`src/rtl/board_commit_scheduler.sv`:
```
// board_commit_scheduler: buffers tic-tac-toe move requests and applies them
// to the purple/gold occupancy registers only during vertical blanking.
// Moves are validated when popped, against the board as it stands that cycle.
// A START clear is latched and applied on the next vblank-high cycle.
module board_commit_scheduler #(
   parameter int FIFO_DEPTH = 4,
   parameter int SQUARES    = 9
) (
   input  logic                          clk,
   input  logic                          reset_n,
   input  logic                          req_valid,
   input  logic                          req_player,
   input  logic [3:0]                    req_square,
   output logic                          req_ready,
   input  logic                          clear_req,
   input  logic                          vblank,
   input  logic                          lock,
   output logic [SQUARES-1:0]            purp_state,
   output logic [SQUARES-1:0]            gold_state,
   output logic                          turn,
   output logic                          commit_pulse,
   output logic                          reject_pulse,
   output logic [1:0]                    reject_code,
   output logic [$clog2(FIFO_DEPTH):0]   fifo_count,
   output logic                          clear_pending
);

   localparam int PW = $clog2(FIFO_DEPTH);
   localparam int CW = PW + 1;
   localparam logic [CW-1:0] FULL_CNT = CW'(FIFO_DEPTH);
   localparam logic [3:0]    MAX_SQ   = 4'(SQUARES - 1);

   typedef struct packed {
      logic       player;
      logic [3:0] square;
   } move_t;

   typedef enum logic [1:0] {IDLE, DRAIN, CLEAR} state_t;

   state_t              state, state_nxt;
   move_t               fifo_mem [FIFO_DEPTH];
   logic [PW-1:0]       wr_ptr, rd_ptr;
   logic                push, pop, clear_go;
   move_t               head;
   logic [SQUARES-1:0]  occ, sq_bit;
   logic                chk_pass;
   logic [1:0]          chk_code;

   // Acceptance depends only on registered state, so the source sees a stable ready.
   assign req_ready = (fifo_count < FULL_CNT) && !clear_pending;
   assign push      = req_valid && req_ready;

   // A pending clear wins over draining; once latched no more moves are popped.
   assign clear_go  = vblank && clear_pending && (state != CLEAR);
   assign pop       = vblank && !clear_pending && (state != CLEAR) && (fifo_count != '0);

   assign head   = fifo_mem[rd_ptr];
   assign occ    = purp_state | gold_state;
   assign sq_bit = SQUARES'(1) << head.square;

   // Validate the head entry in priority order: lock, index, occupancy, turn.
   always_comb begin
      chk_pass = 1'b0;
      chk_code = 2'b00;
      if (lock)                        chk_code = 2'b00;
      else if (head.square > MAX_SQ)   chk_code = 2'b01;
      else if ((occ & sq_bit) != '0)   chk_code = 2'b10;
      else if (head.player != turn)    chk_code = 2'b11;
      else                             chk_pass = 1'b1;
   end

   // Next-state: IDLE waits for blanking, DRAIN pops, CLEAR is a one-cycle quiet slot.
   always_comb begin
      state_nxt = state;
      case (state)
         IDLE: begin
            if (clear_go)                              state_nxt = CLEAR;
            else if (vblank && (fifo_count != '0))     state_nxt = DRAIN;
         end
         DRAIN: begin
            if (clear_go)                              state_nxt = CLEAR;
            else if (!vblank || (fifo_count == '0))    state_nxt = IDLE;
         end
         CLEAR:                                        state_nxt = IDLE;
         default:                                      state_nxt = IDLE;
      endcase
   end

   // FSM state register.
   always_ff @(posedge clk or negedge reset_n) begin
      if (!reset_n) state <= IDLE;
      else          state <= state_nxt;
   end

   // Entry storage; contents are don't-care while the count says empty.
   always_ff @(posedge clk) begin
      if (push) fifo_mem[wr_ptr] <= '{player: req_player, square: req_square};
   end

   // FIFO pointers and occupancy; a clear flushes everything without pulses.
   always_ff @(posedge clk or negedge reset_n) begin
      if (!reset_n) begin
         wr_ptr     <= '0;
         rd_ptr     <= '0;
         fifo_count <= '0;
      end else if (clear_go) begin
         wr_ptr     <= '0;
         rd_ptr     <= '0;
         fifo_count <= '0;
      end else begin
         if (push) wr_ptr <= wr_ptr + 1'b1;
         if (pop)  rd_ptr <= rd_ptr + 1'b1;
         case ({push, pop})
            2'b10:   fifo_count <= fifo_count + 1'b1;
            2'b01:   fifo_count <= fifo_count - 1'b1;
            default: fifo_count <= fifo_count;
         endcase
      end
   end

   // Board, turn and result pulses update on the edge after the pop cycle.
   always_ff @(posedge clk or negedge reset_n) begin
      if (!reset_n) begin
         purp_state   <= '0;
         gold_state   <= '0;
         turn         <= 1'b0;
         commit_pulse <= 1'b0;
         reject_pulse <= 1'b0;
         reject_code  <= 2'b00;
      end else if (clear_go) begin
         purp_state   <= '0;
         gold_state   <= '0;
         turn         <= 1'b0;
         commit_pulse <= 1'b0;
         reject_pulse <= 1'b0;
      end else begin
         commit_pulse <= pop && chk_pass;
         reject_pulse <= pop && !chk_pass;
         if (pop && !chk_pass) reject_code <= chk_code;
         if (pop && chk_pass) begin
            if (head.player) gold_state <= gold_state | sq_bit;
            else             purp_state <= purp_state | sq_bit;
            turn <= ~turn;
         end
      end
   end

   // Clear request latch; repeated requests while pending are absorbed.
   always_ff @(posedge clk or negedge reset_n) begin
      if (!reset_n)       clear_pending <= 1'b0;
      else if (clear_go)  clear_pending <= 1'b0;
      else if (clear_req) clear_pending <= 1'b1;
   end

endmodule

```
`config.mk`:
```
export PLATFORM = sky130hd
export DESIGN_NAME = board_commit_scheduler
export DESIGN_NICKNAME = d
export VERILOG_FILES = /design/src/rtl/board_commit_scheduler.sv
export SDC_FILE = /design/constraint.sdc
export NUM_CORES = 1
export LEC_CHECK = 0
export CORE_MARGIN = 3
export CORE_UTILIZATION = 30
export CTS_CLUSTER_DIAMETER = 40
export CTS_CLUSTER_SIZE = 20
export DETAILED_ROUTE_END_ITERATION = 12
export PLACE_DENSITY = 0.5
export SYNTH_ARGS = -nofsm -noshare
export SYNTH_HDL_FRONTEND = slang
export SYNTH_SLANG_ARGS = --single-unit
export TNS_END_PERCENT = 100
```
`constraint.sdc`:
```
create_clock -name clk -period 4.2 [get_ports clk]
set_input_delay 0.84 -clock clk [delete_from_list [all_inputs] [get_ports clk]]
set_output_delay 0.84 -clock clk [all_outputs]
set_load 0.005 [all_outputs]
```
==> results.toml <==
[critical_path]
end_kind = "flip-flop"
worstPathMaxFanout = 12
start_kind = "flip-flop"
arrival_ns = 3.22
path_class = "reg2reg"
cp.required_ns = 4.41

[global_route]
antenna_found_initial = 0
grt_pass1_vias = 1607
grt_pass1_wl_um = 8380
grt_max_degree = 34
grt_usage = 0.120
gr-total-overflow = 0

[route]
firstDrtPassIters = 4
wl_per_cell_um = 15.4
num_vias = 1664
ant_nets = 0
drc = 0
wirelength_um = 5180
first_iter_violations = 81
viasPerCell = 4.95

[finish]
antenna_cells = 0
final_cell_area_um2 = 2980
syn_to_final_growth_pct = 22.4
final_cell_mix = "clkdlybuf4s50_1, dfrtp_1, nor2_1"
fill_cells = 780
final_cells = 336
final_common_cell = "clkdlybuf4s50_1"
nets = 249
layout-drive-gt1-share = 0.0897
final_util = 0.382

[cts]
cts.clk_slew.worst_paths_ns = 0.10
insertion_delay_ns = 0.31
cts_hold_repair.buffers = 0
post_cts_buffers = 0
cts_tree = "built"
htree_levels = 2
postCtsResizedCells = 0
numCtsBuffers = 5
cts_root_buf = "clkbuf_8"
clockBufferDepth = 2
clkSinkCount = 53

[die]
io_pins = 39
row_count = 32
die_w_um = 96.1
start_util = 0.312
design.core.area_um2 = 7810
die_area_um2 = 9230
die_h_um = 96.1

[place]
dp_cells = 328
portBuffers = 38
dpl.hpwl_um = 3720
gp_congestion = 0.819
place_ws_ns = 1.10
place_area_um2 = 2890

[timing]
holdWs_ns = 0.472
finalHoldViolCount = 0
rsz0062_at_grt = "no"
fin_setup_tns_ns = 0
drv_slew = 0
tightestPinTransition_ns = 0.821
slew_headroom = 0.451
finalSetupViolations = 0
worst_slack_ns = 1.19
timing.final.crit_share = 0.718
finClkSkew_ns = 0.00623
fin_crit_ns = 3.01
fmax_mhz = 332

[synth]
ys_ff_latch = 53
synth_top_area_cell = "dfrtp_1"
syn_inst = 197
syn_avg_cell_area_um2 = 12.4
ys.flop_type = "dfrtp_1"
async_flop_share = 0.623
synth.cell_area_um2 = 2430
ys_warn_count = 0
seq_area_frac_synth = 0.586
synthesis.nets = 213
synth_cell_types = 46
synth_top_area_share = 0.339
synth-edff-count = 20
synth.area.top_cells = "dfrtp_1, edfxtp_1, nor2_1"

[worst_hold_path]
worst_hold_path_type = "reg2reg"

[outcome]
status = "finished, final reports clean"

[power_and_ir_drop]
irDropWorstVdd_uv = 196
p_total_mw = 1.42
p_leak_nw = 1.15
powerDensity_nw_per_um2 = 476

[flow_run]
drv_cap = 0
==> synth_stat cells (all sizes together), types with 2 or more instances <==
master and instances:
nor2 25, ha 4, inv 4, o21ai 6
mux2i 5, nor3 8, xor2 2, nor3b 4
nand3 4, a32o 5, o31ai 2, nand2 16
and3 5, mux4 4, a21oi 3, edfxtp 20
buf 3, clkbuf 7, and2 2, nand2b 2
or2 2, a22o 6, xnor2 3, o21a 3
dfrtp 33
==> critical path, cell delays in order, from the launching register on <==
cell	delay (ns)
dfrtp_1	0.61
mux4_2	0.70
or4b_4	0.60
a2bb2oi_2	0.19
o2111ai_2	0.17
or2_1	0.33
inv_4	0.08
a32o_1	0.23
==> report_power, final <==
part / internal, mW / switching (mW) / leakage (nW)
combinational: 0.206 / 0.249 / 0.471
sequential: 0.603 / 0.0636 / 0.630
clock: 0.119 / 0.178 / 0.0462
total: 0.928 / 0.490 / 1.15
==> sequential cells by signal, summed over array words and instances, names as in the netlist <==
name           flops
wr_ptr             2
gold_state         9
purp_state         9
rd_ptr             2
reject_code        2
fifo_mem          20
turn               1
clear_pending      1
fifo_count         3
reject_pulse       1
state              2
commit_pulse       1
==> worst paths after layout <==
check                                            from                         to  slack [ns]  cells past startpoint
worst max-delay path            rd_ptr[0]$_DFFE_PN0P_  gold_state[5]$_DFFE_PN0P_        1.19                      7
worst min-delay path             state[1]$_DFFE_PN0P_       state[0]$_DFFE_PN0P_        0.47                      1
worst max register to register  rd_ptr[0]$_DFFE_PN0P_  gold_state[5]$_DFFE_PN0P_        1.19                      7
worst min register to register   state[1]$_DFFE_PN0P_       state[0]$_DFFE_PN0P_        0.47                      1
max in group asynchronous                     reset_n      wr_ptr[1]$_DFFE_PN0P_        2.95                      2
min in group asynchronous                     reset_n  gold_state[0]$_DFFE_PN0P_        0.93                      2
==> layer usage <==
layer | GRT usage | share of wire | up-vias
met5 | 0 | 0 | -
met1 | 0.172 | 0.49 | 828
met2 | 0.180 | 0.46 | 36
li1 | - | - | 797
met4 | 0.0284 | 0.0066 | 0
met3 | 0.0321 | 0.046 | 3
==> logic make-up after synthesis <==
family,Yosys count,synth area share
fa+ha+maj,5,0.0288
compound gates,36,0.123
buf+inv,14,0.0319
flops,53,0.586
simple gates,74,0.150
mux,10,0.0622
xor+xnor,5,0.0180
==> layout make-up <==
class / instances / area (um^2) / area share
well taps: 102 / 128 / 0.0428
repair buffers: 39 / 388 / 0.130
clock inverters: 3 / 21.3 / 0.00714
inverters: 4 / 17.5 / 0.00588
multi-input cells: 130 / 930 / 0.312
flip-flops and latches: 53 / 1430 / 0.479
clock buffers: 5 / 68.8 / 0.0231
(Power assumes the default switching activity.)
